--- src/rtl/mf8_io_uart_pkg.sv ---
// Shared definitions for the mf8 I/O-bus UART: register offsets, STAT layout, FSM encodings.
package mf8_io_uart_pkg;

    localparam logic [1:0] REG_DATA = 2'd0;
    localparam logic [1:0] REG_STAT = 2'd1;
    localparam logic [1:0] REG_DIVL = 2'd2;
    localparam logic [1:0] REG_DIVH = 2'd3;

    localparam int STAT_TX_BUSY  = 0;
    localparam int STAT_TX_FULL  = 1;
    localparam int STAT_RX_VALID = 2;
    localparam int STAT_OVR      = 3;
    localparam int STAT_FERR     = 4;
    localparam int STAT_TXIE     = 7;

    localparam logic [2:0] LAST_DATA_BIT = 3'd7;

    typedef enum logic [1:0] {
        TX_IDLE  = 2'd0,
        TX_START = 2'd1,
        TX_DATA  = 2'd2,
        TX_STOP  = 2'd3
    } tx_state_t;

    typedef enum logic [1:0] {
        RX_IDLE  = 2'd0,
        RX_START = 2'd1,
        RX_DATA  = 2'd2,
        RX_STOP  = 2'd3
    } rx_state_t;

    typedef struct packed {
        logic       txie;
        logic [1:0] rsvd;
        logic       ferr;
        logic       ovr;
        logic       rx_valid;
        logic       tx_full;
        logic       tx_busy;
    } stat_t;

    function automatic logic [7:0] stat_pack(input logic txie, input logic ferr,
                                             input logic ovr, input logic rx_valid,
                                             input logic tx_full, input logic tx_busy);
        stat_t s;
        s.txie     = txie;
        s.rsvd     = 2'b00;
        s.ferr     = ferr;
        s.ovr      = ovr;
        s.rx_valid = rx_valid;
        s.tx_full  = tx_full;
        s.tx_busy  = tx_busy;
        return s;
    endfunction

endpackage

--- src/rtl/mf8_io_uart_if.sv ---
// mf8 core I/O bus: one-cycle read/write strobes, 6-bit address, combinational read data.
interface mf8_io_uart_if;
    logic       IO_Rd;
    logic       IO_Wr;
    logic [5:0] IO_Addr;
    logic [7:0] IO_WData;
    logic [7:0] IO_RData;

    modport master (output IO_Rd, output IO_Wr, output IO_Addr, output IO_WData,
                    input  IO_RData);
    modport slave  (input  IO_Rd, input  IO_Wr, input  IO_Addr, input  IO_WData,
                    output IO_RData);
endinterface

--- src/rtl/mf8_uart_rx.sv ---
// 8N1 receiver: 2-flop sync, start validation at half bit, centre sampling; byte/strobe/ferr.
// Strobe is combinational in the stop-sample cycle; no backpressure, the parent decides overrun.
module mf8_uart_rx
    import mf8_io_uart_pkg::*;
(
    input  logic        Clk,
    input  logic        Reset_n,
    input  logic        RXD,
    input  logic [15:0] div,
    output logic [7:0]  rx_byte,
    output logic        rx_stb,
    output logic        rx_ferr
);

    logic rxd_s1, rxd_s2, rxd_s3;
    rx_state_t   rx_state_q, rx_state_d;
    logic [15:0] rx_cnt_q, rx_cnt_d;
    logic [2:0]  rx_bit_q, rx_bit_d;
    logic [7:0]  rx_shift_q, rx_shift_d;
    logic [15:0] div_half, half_m1;
    logic        fall, sample;

    always_ff @(posedge Clk or negedge Reset_n) begin
        if (!Reset_n) begin
            rxd_s1 <= 1'b1;
            rxd_s2 <= 1'b1;
            rxd_s3 <= 1'b1;
        end else begin
            rxd_s1 <= RXD;
            rxd_s2 <= rxd_s1;
            rxd_s3 <= rxd_s2;
        end
    end

    // Countdown to the start re-check: (DIV+1)/2 clocks after the edge, at least one.
    assign div_half = {1'b0, div[15:1]};
    assign half_m1  = (div[0] || div_half == 16'd0) ? div_half : div_half - 16'd1;
    assign fall     = rxd_s3 & ~rxd_s2;
    assign sample   = (rx_cnt_q == 16'd0);

    always_ff @(posedge Clk or negedge Reset_n) begin
        if (!Reset_n) begin
            rx_state_q <= RX_IDLE;
            rx_cnt_q   <= 16'd0;
            rx_bit_q   <= 3'd0;
            rx_shift_q <= 8'h00;
        end else begin
            rx_state_q <= rx_state_d;
            rx_cnt_q   <= rx_cnt_d;
            rx_bit_q   <= rx_bit_d;
            rx_shift_q <= rx_shift_d;
        end
    end

    always_comb begin
        rx_state_d = rx_state_q;
        rx_cnt_d   = rx_cnt_q - 16'd1;
        rx_bit_d   = rx_bit_q;
        rx_shift_d = rx_shift_q;
        case (rx_state_q)
            RX_IDLE: begin
                rx_cnt_d = 16'd0;
                if (fall) begin
                    rx_state_d = RX_START;
                    rx_cnt_d   = half_m1;
                end
            end
            RX_START: begin
                if (sample) begin
                    rx_cnt_d = div;
                    rx_bit_d = 3'd0;
                    rx_state_d = rxd_s2 ? RX_IDLE : RX_DATA;
                end
            end
            RX_DATA: begin
                if (sample) begin
                    rx_cnt_d   = div;
                    rx_shift_d = {rxd_s2, rx_shift_q[7:1]};
                    if (rx_bit_q == LAST_DATA_BIT) rx_state_d = RX_STOP;
                    else                           rx_bit_d   = rx_bit_q + 3'd1;
                end
            end
            RX_STOP: begin
                if (sample) begin
                    rx_cnt_d   = 16'd0;
                    rx_state_d = RX_IDLE;
                end
            end
            default: rx_state_d = RX_IDLE;
        endcase
    end

    assign rx_stb  = (rx_state_q == RX_STOP) && sample;
    assign rx_ferr = ~rxd_s2;
    assign rx_byte = rx_shift_q;

endmodule

--- src/rtl/mf8_io_uart.sv ---
// mf8 I/O responder: 4-register 8N1 UART, zero-wait bus, combinational read data.
// TX holds one byte (writes while full are dropped); RX has one byte, overrun keeps the old one.
module mf8_io_uart
    import mf8_io_uart_pkg::*;
#(
    parameter logic [5:0]  BASE_ADDR   = 6'h08,
    parameter logic [15:0] DIV_DEFAULT = 16'd103
)
(
    input  logic          Clk,
    input  logic          Reset_n,
    mf8_io_uart_if.slave  io,
    output logic          TXD,
    input  logic          RXD,
    output logic          Irq
);

    logic [5:0]  offs;
    logic        hit;
    logic [1:0]  reg_sel;
    logic        wr_data, wr_stat, wr_divl, wr_divh, rx_rd;

    logic [15:0] div_q;
    logic [7:0]  tx_hold_q;
    logic        tx_full_q;
    logic [7:0]  rx_data_q;
    logic        rx_valid_q, ovr_q, ferr_q, txie_q;

    tx_state_t   tx_state_q, tx_state_d;
    logic [15:0] tx_cnt_q, tx_cnt_d;
    logic [2:0]  tx_bit_q, tx_bit_d;
    logic [7:0]  tx_shift_q, tx_shift_d;
    logic        tx_load, tx_bit_end, tx_busy;

    logic [7:0]  rx_byte;
    logic        rx_stb, rx_ferr;

    // Wrapping subtraction: addresses below BASE_ADDR land far out of range.
    assign offs    = io.IO_Addr - BASE_ADDR;
    assign hit     = (offs[5:2] == 4'd0);
    assign reg_sel = offs[1:0];

    assign wr_data = io.IO_Wr & hit & (reg_sel == REG_DATA);
    assign wr_stat = io.IO_Wr & hit & (reg_sel == REG_STAT);
    assign wr_divl = io.IO_Wr & hit & (reg_sel == REG_DIVL);
    assign wr_divh = io.IO_Wr & hit & (reg_sel == REG_DIVH);
    assign rx_rd   = io.IO_Rd & ~io.IO_Wr & hit & (reg_sel == REG_DATA);

    mf8_uart_rx u_rx (
        .Clk     (Clk),
        .Reset_n (Reset_n),
        .RXD     (RXD),
        .div     (div_q),
        .rx_byte (rx_byte),
        .rx_stb  (rx_stb),
        .rx_ferr (rx_ferr)
    );

    always_ff @(posedge Clk or negedge Reset_n) begin
        if (!Reset_n) begin
            div_q      <= DIV_DEFAULT;
            tx_hold_q  <= 8'h00;
            tx_full_q  <= 1'b0;
            rx_data_q  <= 8'h00;
            rx_valid_q <= 1'b0;
            ovr_q      <= 1'b0;
            ferr_q     <= 1'b0;
            txie_q     <= 1'b0;
        end else begin
            if (wr_divl) div_q[7:0]  <= io.IO_WData;
            if (wr_divh) div_q[15:8] <= io.IO_WData;

            if (tx_load) begin
                tx_full_q <= 1'b0;
            end else if (wr_data && !tx_full_q) begin
                tx_hold_q <= io.IO_WData;
                tx_full_q <= 1'b1;
            end

            if (wr_stat) txie_q <= io.IO_WData[STAT_TXIE];

            // Hardware set beats software clear so an error event is never lost.
            if (rx_stb && rx_valid_q && !rx_rd)           ovr_q <= 1'b1;
            else if (wr_stat && io.IO_WData[STAT_OVR])    ovr_q <= 1'b0;

            if (rx_stb && rx_ferr)                        ferr_q <= 1'b1;
            else if (wr_stat && io.IO_WData[STAT_FERR])   ferr_q <= 1'b0;

            if (rx_stb && (!rx_valid_q || rx_rd)) begin
                rx_data_q  <= rx_byte;
                rx_valid_q <= 1'b1;
            end else if (rx_rd) begin
                rx_valid_q <= 1'b0;
            end
        end
    end

    always_ff @(posedge Clk or negedge Reset_n) begin
        if (!Reset_n) begin
            tx_state_q <= TX_IDLE;
            tx_cnt_q   <= 16'd0;
            tx_bit_q   <= 3'd0;
            tx_shift_q <= 8'h00;
        end else begin
            tx_state_q <= tx_state_d;
            tx_cnt_q   <= tx_cnt_d;
            tx_bit_q   <= tx_bit_d;
            tx_shift_q <= tx_shift_d;
        end
    end

    assign tx_bit_end = (tx_cnt_q == 16'd0);

    always_comb begin
        tx_state_d = tx_state_q;
        tx_cnt_d   = tx_cnt_q - 16'd1;
        tx_bit_d   = tx_bit_q;
        tx_shift_d = tx_shift_q;
        tx_load    = 1'b0;
        case (tx_state_q)
            TX_IDLE: begin
                tx_cnt_d = 16'd0;
                if (tx_full_q) begin
                    tx_load    = 1'b1;
                    tx_state_d = TX_START;
                    tx_cnt_d   = div_q;
                    tx_shift_d = tx_hold_q;
                end
            end
            TX_START: begin
                if (tx_bit_end) begin
                    tx_state_d = TX_DATA;
                    tx_cnt_d   = div_q;
                    tx_bit_d   = 3'd0;
                end
            end
            TX_DATA: begin
                if (tx_bit_end) begin
                    tx_cnt_d   = div_q;
                    tx_shift_d = {1'b0, tx_shift_q[7:1]};
                    if (tx_bit_q == LAST_DATA_BIT) tx_state_d = TX_STOP;
                    else                           tx_bit_d   = tx_bit_q + 3'd1;
                end
            end
            TX_STOP: begin
                if (tx_bit_end) begin
                    // A pending byte chains straight into the next start bit.
                    if (tx_full_q) begin
                        tx_load    = 1'b1;
                        tx_state_d = TX_START;
                        tx_cnt_d   = div_q;
                        tx_shift_d = tx_hold_q;
                    end else begin
                        tx_state_d = TX_IDLE;
                        tx_cnt_d   = 16'd0;
                    end
                end
            end
            default: tx_state_d = TX_IDLE;
        endcase
    end

    assign tx_busy = (tx_state_q != TX_IDLE);

    always_comb begin
        TXD = 1'b1;
        if (tx_state_q == TX_START)     TXD = 1'b0;
        else if (tx_state_q == TX_DATA) TXD = tx_shift_q[0];
    end

    always_comb begin
        io.IO_RData = 8'h00;
        if (hit) begin
            case (reg_sel)
                REG_DATA: io.IO_RData = rx_data_q;
                REG_STAT: io.IO_RData = stat_pack(txie_q, ferr_q, ovr_q, rx_valid_q,
                                                  tx_full_q, tx_busy);
                REG_DIVL: io.IO_RData = div_q[7:0];
                REG_DIVH: io.IO_RData = div_q[15:8];
                default:  io.IO_RData = 8'h00;
            endcase
        end
    end

    assign Irq = rx_valid_q | (~tx_full_q & txie_q) | ovr_q | ferr_q;

endmodule

--- src/flat_wrapper.sv ---
// flat-port wrapper written by rule: the top's interface ports become plain ports
module mf8_io_uart_flat import mf8_io_uart_pkg::*;
#(
    parameter logic [5:0]  BASE_ADDR   = 6'h08,
    parameter logic [15:0] DIV_DEFAULT = 16'd103
)
  (Clk, Reset_n, TXD, RXD, Irq, io_IO_Rd, io_IO_Wr, io_IO_Addr, io_IO_WData, io_IO_RData);
  mf8_io_uart_if io_i ();
  input  logic Clk;
  input  logic Reset_n;
  output logic TXD;
  input  logic RXD;
  output logic Irq;
  input wire logic [$bits(io_i.IO_Rd)-1:0] io_IO_Rd;
  input wire logic [$bits(io_i.IO_Wr)-1:0] io_IO_Wr;
  input wire logic [$bits(io_i.IO_Addr)-1:0] io_IO_Addr;
  input wire logic [$bits(io_i.IO_WData)-1:0] io_IO_WData;
  output wire logic [$bits(io_i.IO_RData)-1:0] io_IO_RData;
  assign io_i.IO_Rd = io_IO_Rd;
  assign io_i.IO_Wr = io_IO_Wr;
  assign io_i.IO_Addr = io_IO_Addr;
  assign io_i.IO_WData = io_IO_WData;
  assign io_IO_RData = io_i.IO_RData;
  mf8_io_uart #(.BASE_ADDR(BASE_ADDR), .DIV_DEFAULT(DIV_DEFAULT)) u_core (.Clk(Clk), .Reset_n(Reset_n), .io(io_i), .TXD(TXD), .RXD(RXD), .Irq(Irq));
endmodule
--- config.mk ---
export PLATFORM = sky130hd
export DESIGN_NAME = mf8_io_uart_flat
export DESIGN_NICKNAME = d
export VERILOG_FILES = /design/src/rtl/mf8_io_uart_pkg.sv /design/src/rtl/mf8_io_uart_if.sv /design/src/rtl/mf8_uart_rx.sv /design/src/rtl/mf8_io_uart.sv /design/src/flat_wrapper.sv
export SDC_FILE = /design/constraint.sdc
export NUM_CORES = 1
export LEC_CHECK = 0
export CAP_MARGIN = 10
export CORE_ASPECT_RATIO = 1.5
export CORE_UTILIZATION = 64
export DETAILED_ROUTE_END_ITERATION = 12
export DONT_BUFFER_PORTS = 1
export PLACE_DENSITY = 0.78
export SETUP_SLACK_MARGIN = 0.15
export SLEW_MARGIN = 20
export SYNTH_ARGS = -nofsm -noshare
export SYNTH_HDL_FRONTEND = slang
export SYNTH_HIERARCHICAL = 1
export SYNTH_SLANG_ARGS = --single-unit
--- constraint.sdc ---
create_clock -name Clk -period 3.2 [get_ports Clk]
set_input_delay 0 -clock Clk [delete_from_list [all_inputs] [get_ports Clk]]
set_output_delay 0 -clock Clk [all_outputs]
set_load 0.05 [all_outputs]
Word level (Yosys, flattened, before mapping)
Index checks and enable logic that the tools add are counted.
{"block": "word_totals", "wordCells": 153, "output_inout_bits": 10, "register_bits": 98, "inputBits": 19}
{"block": "classes", "eq_ne": 23, "muxes": 50, "addsub": 6, "n_reduce_logical": 37, "bitwise_logic": 17}
{"operator": "16-bit 2-to-1 mux", "count": 7}
{"operator": "16-bit one-hot mux with 3 select lines", "count": 2}
{"operator": "16-bit logical NOT", "count": 3}
{"operator": "8-bit 2-to-1 mux", "count": 4}
{"operator": "8-bit one-hot mux with 4 select lines", "count": 1}
{"operator": "16-bit by 1-bit subtractor with 16-bit output, second input constant", "count": 2}
{"operator": "8-bit one-hot mux with 3 select lines", "count": 1}
{"operator": "2-bit 2-to-1 mux", "count": 11}
{"operator": "3-bit 2-to-1 mux", "count": 6}
{"operator": "2-bit one-hot mux with 4 select lines", "count": 2}
{"operator": "15-bit by 1-bit subtractor with 16-bit output, second input constant", "count": 1}
{"operator": "2-bit != test, second input constant", "count": 7}
{"operator": "2-bit nonzero test", "count": 7}
{"operator": "1-bit 2-to-1 mux", "count": 13}
{"operator": "2-bit equality test, second input constant", "count": 6}
{"operator": "3-bit one-hot mux with 2 select lines", "count": 2}
{"operator": "1-bit AND", "count": 10}
{"operator": "2-bit by 1-bit != test with 1-bit output, second input constant", "count": 5}
{"operator": "5-bit AND reduction", "count": 2}
{"operator": "1-bit logical AND", "count": 8}
{"operator": "4-bit AND reduction", "count": 2}
{"operator": "3-bit by 1-bit adder with 3-bit output, second input constant", "count": 2}
{"operator": "2-bit by 1-bit equality test with 1-bit output, second input constant", "count": 3}
{"operator": "3-bit equality test, second input constant", "count": 2}
{"operator": "other kinds (12)", "count": 24}

Logic depth before layout (Yosys ltp)
Gate-level depths: netlist of run 1.
{"block": "logic_depth", "ltp_word": 7, "ltp_mapped": 8, "mapped_depth_nobuf": 7}

Modules after synthesis
The synthesis of run 1 kept the hierarchy.
{"mod": "mf8_io_uart", "area_per_inst_um2": 3494.6, "seq_area_each_um2": 1657.8, "n_inst": 1, "cells_per_inst": 284}
{"mod": "mf8_uart_rx", "area_per_inst_um2": 2112.0, "seq_area_each_um2": 804.5, "n_inst": 1, "cells_per_inst": 217}

Worst setup path before layout of run 1
Ideal clock, no wire load.
{"block": "synth_path", "kind": "reg2reg", "startpoint": "reg u_core.u_rx.rx_cnt_q[7]", "endpoint": "reg u_core.rx_data_q[0]", "stages_incl_launch_ff": 9, "n_path_buf": 2, "t_arrival_ns": 2.347, "slack_ns": 0.728, "cell_sequence": "dfrtp_1 -> or4_4 -> or3_1 -> buf_6 -> nor3_4 -> and2_1 -> nand2b_4 -> buf_6 -> mux2_4"}
{"block": "synth_between", "elab_chain_cells": 3}
{"item": "from (decl)", "line": "mf8_uart_rx.sv:17", "source": "logic [15:0] rx_cnt_q, rx_cnt_d;"}
{"item": "from (signal assigned)", "line": "mf8_uart_rx.sv:49", "source": "rx_cnt_q <= rx_cnt_d;"}
{"item": "16-bit logical NOT", "line": "mf8_uart_rx.sv:39", "source": "assign sample = (rx_cnt_q == 16'd0);"}
{"item": "1-bit logical AND", "line": "mf8_uart_rx.sv:93", "source": "assign rx_stb = (rx_state_q == RX_STOP) && sample;"}
{"item": "net u_core.rx_stb", "line": "mf8_io_uart.sv:36", "source": "logic rx_stb, rx_ferr;"}
{"item": "1-bit logical AND", "line": "mf8_io_uart.sv:89", "source": "if (rx_stb && (!rx_valid_q || rx_rd)) begin"}
{"item": "to (signal assigned)", "line": "mf8_io_uart.sv:90", "source": "rx_data_q <= rx_byte;"}
{"item": "to (decl)", "line": "mf8_io_uart.sv:26", "source": "logic [7:0] rx_data_q;"}
The timed path passes the listed nets, and every way through them passes these cells.
A chain may end at the register's enable or synchronous reset.

Worst setup path in the final report of run 1
{"block": "layout_path", "startpoint": "reg u_core.u_rx.rx_cnt_q[7]", "endpoint": "reg u_core.rx_data_q[5]"}
The elaborated chain is that of the path after synthesis.

==> results.json, run 1 <==
{
  "drc": 0,
  "grt_overflow": 0,
  "place_congestion": 0.825,
  "start_util_pct": 66.2,
  "avgSynthCellArea_um2": 11.2,
  "die-area_um2": 9150,
  "ys_warn_count": 6,
  "setup-tns-final_ns": 0,
  "synth_ff_type": "dfrtp_1",
  "viasPerCell": 6.60,
  "syn_nets": 537,
  "globalRouteMet3Util_pct": 5.55,
  "rsz0062_at_grt": "false",
  "pwr-share-clk_pct": 18.9,
  "core_um2": 8460,
  "wl_mm": 12.7,
  "cts_tree": "done",
  "endpoint_kind": "flip-flop",
  "cp.arrival_ns": 2.87,
  "cts_made_buffers": 9,
  "fin_crit_ns": 2.64,
  "p_per_area_nw_per_um2": 914,
  "grt_max_degree": 99,
  "power_uw": 5600,
  "cp.required_ns": 3.43,
  "maxSlewHeadroom_pct": 32.4,
  "skew_ns": 0.00776,
  "vias": 4121,
  "tightest_slew_ns": 1.02,
  "synth-seq-cells": 98,
  "holdPathStages": 3,
  "async_flop_share_pct": 100,
  "die_x_um": 78.4,
  "dp.cells": 594,
  "io_pins": 29,
  "insertion_delay_ns": 0.34,
  "grt_pass1_vias": 4211,
  "synthDistinctLibCells": 65,
  "min_period_over_period_pct": 82.5,
  "root_buffer": "clkbuf_16",
  "cts_buffer_depth": 2,
  "hpwlAfterDp_mm": 8.71,
  "gr-usage-met1_pct": 32.7,
  "vdd_ir_drop_max_mv": 0.719,
  "grt_util_all_layers_pct": 29.8,
  "ctsHtreeMaxLevel": 3,
  "synth_cells": 501,
  "numPortBuffers": 0,
  "ys_seq_area_share_pct": 43.9,
  "path_max_fanout": 8,
  "ant_nets": 0,
  "p_seq_share_pct": 34.0,
  "min_path_type": "input pin to flip-flop",
  "die_h_um": 117,
  "grt-busiest-layer": "met2",
  "hold_viol": 0,
  "wl_per_cell_um": 20.4,
  "grt_pass1_wl_mm": 20.5,
  "setup_viol": 0,
  "drt_pass1_iterations": 6,
  "cp-start-kind": "flip-flop",
  "clock_sinks": 98,
  "p_switching_uw": 2370,
  "maxCapViolCount": 0,
  "n_fill_cell": 599,
  "drive_gt1_share_pct": 19.7,
  "p_comb_share_pct": 47.1,
  "worstSetupPathType": "flip-flop to flip-flop",
  "globalRouteMet2Util_pct": 53.0,
  "final_core_util_pct": 72.3,
  "hold_buffers": 14,
  "cts-resized-gates": 0,
  "antenna_found_initial": 0,
  "nets": 548,
  "finalNonFillerCells": 624,
  "swShare_pct": 42.4,
  "yosys.area.top_type": "dfrtp_1",
  "drt_first_iter_violations": 234,
  "r2r_cells": 6,
  "yosysMostFrequentCell": "dfrtp_1",
  "area_delta_synth_final_pct": 9.22,
  "diodes": 0,
  "cts_setup_buffers": 0,
  "clock.fmax_ghz": 0.379,
  "ys_top_cells_by_area": "dfrtp_1, mux2_2, mux2_4, ha_1, dfstp_2",
  "syn_area_um2": 5610,
  "synth_top_area_share_pct": 40.2,
  "synth_enable_flop_cells": 0,
  "clkTransAtPathRegs_ns": 0.07,
  "row_count": 41,
  "yosys-top-cells-count": "dfrtp_1, mux2_2, nand2_1",
  "slew_violations": 0,
  "p_int_uw": 3220,
  "outcome": "completed",
  "p_leak_uw": 0.00274
}
critical path, stage by stage, from the launching register on:
cell and delay [ns]:
dfrtp_1 0.44, or4_4 0.58, or3_1 0.48, nor3_4 0.26
and2_1 0.30, nand2b_4 0.15, mux2_4 0.32
per-layer routing:
metal / wire length, µm / vias to the layer above
met4: 533 / 0
li1: - / 1883
met1: 4920 / 2076
met2: 6770 / 124
met5: 0 / -
met3: 526 / 38
worst paths after layout:
| kind | endpoint | startpoint | slack [ns] |
|---|---|---|---|
| worst min-delay path | u_core/ovr_q$_DFFE_PN0P_ | io_IO_Addr[0] | 0.02 |
| max in group asynchronous | u_core/div_q[0]$_DFFE_PN1P_ | Reset_n | 2.56 |
| worst max register to register | u_core/rx_data_q[5]$_DFFE_PN0P_ | u_core/u_rx/rx_cnt_q[7]$_DFF_PN0_ | 0.56 |
| min in group asynchronous | u_core/u_rx/rx_cnt_q[12]$_DFF_PN0_ | Reset_n | 0.25 |
| worst max-delay path | u_core/rx_data_q[5]$_DFFE_PN0P_ | u_core/u_rx/rx_cnt_q[7]$_DFF_PN0_ | 0.56 |
| worst min register to register | u_core/u_rx/rxd_s2$_DFF_PN1_ | u_core/u_rx/rxd_s1$_DFF_PN1_ | 0.36 |
cell type report:
cell class                      count  area (µm²)  area share, %
Multi-Input combinational cell    364        2970           48.4
Clock buffer                       10         239           3.90
Clock inverter                      6        55.1          0.899
Tap cell                          107         134           2.19
Inverter                           21        78.8           1.29
Timing Repair Buffer               18         188           3.06
Sequential cell                    98        2460           40.2
registers in the layout, indices dropped and copies added, names as in the netlist, 2 cells and up, named ones only:
name	flops
u_core/div_q	16
u_core/rx_data_q	8
u_core/tx_bit_q	3
u_core/tx_cnt_q	16
u_core/tx_hold_q	8
u_core/tx_shift_q	8
u_core/tx_state_q	2
u_core/u_rx/rx_bit_q	3
u_core/u_rx/rx_byte	8
u_core/u_rx/rx_cnt_q	16
cells by family after synthesis:
kind of cell | share of synthesized area (%)
adder cells (fa/ha/maj) | 3.79
XOR/XNOR | 5.62
multiplexers | 15.8
flip-flops | 43.9
AO/OA/AOI/OAI | 12.1
buffers and inverters | 3.17
AND/OR/NAND/NOR | 15.6
power by group through the flow:
stage          logic, µW  clock network (µW)  registers (µW)
2_1_floorplan       2140                   0            1800
3_3_place_gp        2430                   0            1900
3_5_place_dp        2520                   0            1910
4_1_cts             2600                1080            1890
5_1_grt             2880                1130            1940
6_report            2640                1060            1900
per-stage QoR:
stage	setup slack, ns	area (µm²)	hold WS (ns)
3_3_place_gp	0.643	5670	-0.291
2_1_floorplan	0.728	5610	-0.296
5_1_grt	0.470	6120	0.0233
3_5_place_dp	0.571	5670	-0.292
4_1_cts	0.560	6120	0.0111
6_report	0.558	6120	0.0228
placed cells by master, fill, tap and decap left out, types with 5 or more instances in the layout:
cell type	instances
o21ai_0	15
xnor2_1	14
nor3b_1	5
nor4_1	8
dlygate4sd3_1	13
mux2_2	41
nand3_1	9
mux2_4	16
xor2_1	22
inv_1	21
nor2_1	22
nand2_1	32
clkbuf_16	9
nand4_1	9
a21oi_1	9
nor3_1	21
or3_1	9
nand3b_1	6
o2bb2ai_1	14
o221ai_1	8
and2_1	8
mux2i_1	5
mux4_2	6
a22o_1	8
dfstp_2	8
dfrtp_1	90
ha_1	17
nand2b_1	5
No activity file was read; power rests on OpenSTA's default activity.
==> run 2: changes to the inputs <==
- ABC_AREA: not set -> 1
- CORE_UTILIZATION: 64 -> 65
- PLACE_DENSITY: 0.78 -> 0.79
- clock period: 3.2 -> 2.6 ns (I/O delays scaled with it)
==> run 2 against run 1 <==
Largest power group unchanged. Largest cell class unchanged. Synthesized cell count increased by 83%. Register-to-register slack got worse by 0.13 ns. Critical path type unchanged. Count of clock-buffer cells in the layout increased by 2. First-iteration DRC count increased by 140%. Flip-flop and latch count unchanged.
==> results.json, run 2 <==
{
  "maxSlewHeadroom_pct": 54.1,
  "r2r_start": "u_core/u_rx/rx_cnt_q[0]$_DFF_PN0_",
  "io_pins": 29,
  "reg.largest.list": "u_core/div_q x16, u_core/tx_cnt_q x16, u_core/u_rx/rx_cnt_q x16",
  "synth-seq-cells": 98,
  "r2r_cells": 11,
  "slew_violations": 0,
  "grt_pass1_wl_mm": 27.1,
  "drc": 0,
  "async_flop_share_pct": 100,
  "rsz0062_at_grt": "false",
  "p_leak_uw": 0.00377,
  "r2r_end": "u_core/rx_data_q[4]$_DFFE_PN0P_",
  "drt_first_iter_violations": 570,
  "maxCapViolCount": 0,
  "clock.fmax_ghz": 0.459,
  "syn_nets": 955,
  "cts_made_buffers": 9,
  "diodes": 0,
  "most-common-layout-cells": "nand2_1, nand3_1, dfrtp_1",
  "yosys-top-cells-count": "nand2_1, nand3_1, dfrtp_1",
  "setup_viol": 0,
  "numPortBuffers": 0,
  "place_congestion": 1.03,
  "drive_gt1_share_pct": 8.87,
  "hp-start": "io_IO_Addr[0]",
  "grt_overflow": 0,
  "cts_buffer_depth": 2,
  "grt_pass1_vias": 5772,
  "clkTransAtPathRegs_ns": 0.07,
  "whs_ns": 0.0136,
  "drt_pass1_iterations": 7,
  "place_area_um2": 6540,
  "hpwlAfterDp_mm": 12.2,
  "holdPathStages": 5,
  "outcome": "completed",
  "synth_cells": 919,
  "ys_warn_count": 6,
  "yosys.area.top_type": "dfrtp_1",
  "row_count": 44,
  "p_per_area_nw_per_um2": 1130,
  "root_buffer": "clkbuf_16",
  "worstSetupPathType": "flip-flop to flip-flop",
  "vdd_ir_drop_max_mv": 0.828,
  "cp-start-kind": "flip-flop",
  "synth_enable_flop_cells": 0,
  "fin_crit_ns": 2.18,
  "synth_top_area_share_pct": 35.2,
  "holdPathEnd": "u_core/tx_hold_q[0]$_DFFE_PN0P_",
  "synth_ff_type": "dfrtp_1",
  "path_max_fanout": 8,
  "avgSynthCellArea_um2": 6.96,
  "final_cell_area_um2": 7010,
  "cts_tree": "done",
  "grt_util_all_layers_pct": 33.7,
  "setup-tns-final_ns": 0,
  "vias": 6171,
  "ctsHtreeMaxLevel": 3,
  "die_x_um": 83.0,
  "ant_nets": 0,
  "reg2reg_setup_slack_ns": 0.42,
  "yosysMostFrequentCell": "nand2_1",
  "grt_max_degree": 99,
  "core_um2": 9630,
  "nets": 978,
  "start_util_pct": 66.4,
  "cp.required_ns": 2.83,
  "die_h_um": 124,
  "antenna_found_initial": 0,
  "final_common_cell": "nand2_1",
  "endpoint_kind": "flip-flop",
  "ys_seq_area_share_pct": 38.5,
  "viasPerCell": 5.81,
  "skew_ns": 0.00676,
  "wl_per_cell_um": 15.7,
  "dp_slack_ns": 0.547,
  "syn_area_um2": 6400,
  "hold_viol": 0,
  "cp.arrival_ns": 2.41,
  "area_delta_synth_final_pct": 9.62,
  "die-area_um2": 10300,
  "ys_top_cells_by_area": "dfrtp_1, nand2_1, nand3_1, inv_1, nor2_1",
  "tightest_slew_ns": 0.684,
  "min_path_type": "input pin to flip-flop",
  "synthDistinctLibCells": 44,
  "fin_ws_ns": 0.424,
  "insertion_delay_ns": 0.35,
  "wl_mm": 16.7,
  "min_period_over_period_pct": 83.7,
  "clock_sinks": 98
}
## run 2: cell count changes in the layout (fill, tap and decap cells not counted), sizes merged, moves of 22 or more
cell and change:
inv +69, o21ai +22, nand2 +339, nand3 +101, nor2 +71, mux2 -57
## run 2: worst max-delay path, stage by stage (launching register included)
cell and delay (ns):
dfrtp_1 0.36, inv_1 0.09, ha_1 0.28, nand3_4 0.13
inv_1 0.10, nand2_1 0.09, nor3_1 0.17, nand4_1 0.19
nor2_1 0.23, nand2_1 0.21, nand2_1 0.15, nand2_1 0.06
## run 2: kinds of logic (layout without fill, tap and decap cells)
family	Yosys count	in the layout	share of synthesized area (%)
flip-flops	98	98	38.5
AND/OR/NAND/NOR	609	609	42.5
buffers and inverters	113	141	7.29
XOR/XNOR	13	13	1.78
adder cells (fa/ha/maj)	17	17	3.32
AO/OA/AOI/OAI	69	69	6.59
## run 2: layout make-up
class                   count  area (µm²)
repair buffers             31         293
fillers                   776        2620
flip-flops and latches     98        2460
clock inverters             4        33.8
multi-input cells         708        3470
inverters                  94         355
well taps                 115         144
clock buffers              12         256
## run 2: where the power goes
part	total, µW	switching (µW)	leakage [µW]	internal, µW
clock network	1290	579	0.000145	712
registers	2290	404	0.00129	1890
logic	4350	2970	0.00234	1370
total	7930	3960	0.00377	3970
## run 2: metal layers
layer | global-route usage (%) | vias to the layer above | part of all wire [%]
li1 | - | 2979 | -
met1 | 37.7 | 2843 | 38
met2 | 61.7 | 284 | 52
met3 | 4.21 | 65 | 5.6
met4 | 19.6 | 0 | 4.5
met5 | 0 | - | 0
## run 2: timing repair
action / 4_1_cts / 5_1_grt
gates resized for setup: 0 / 0
hold buffers: 17 / 0
hold endpoints to repair: 126 / 0
setup buffers: 0 / 0
## run 2: metrics by stage
stage	utilization, %	instances	total power (µW)
2_1_floorplan	-	919	5640
3_3_place_gp	67.8	1029	6390
3_5_place_dp	67.8	1029	6500
4_1_cts	72.8	1062	7860
5_1_grt	72.8	1062	8590
6_report	72.8	1062	7930
## run 2: worst max path at each step
stage	to	start
after floorplan	u_core/rx_data_q[0]$_DFFE_PN0P_	u_core/u_rx/rx_cnt_q[0]$_DFF_PN0_
after global placement	u_core/tx_shift_q[4]$_DFFE_PN0P_	u_core/tx_state_q[0]$_DFFE_PN0P_
after detailed placement	u_core/rx_data_q[6]$_DFFE_PN0P_	u_core/u_rx/rx_cnt_q[0]$_DFF_PN0_
after CTS	u_core/rx_data_q[4]$_DFFE_PN0P_	u_core/u_rx/rx_cnt_q[0]$_DFF_PN0_
after global routing	u_core/rx_data_q[6]$_DFFE_PN0P_	u_core/u_rx/rx_cnt_q[0]$_DFF_PN0_
final	u_core/rx_data_q[4]$_DFFE_PN0P_	u_core/u_rx/rx_cnt_q[0]$_DFF_PN0_
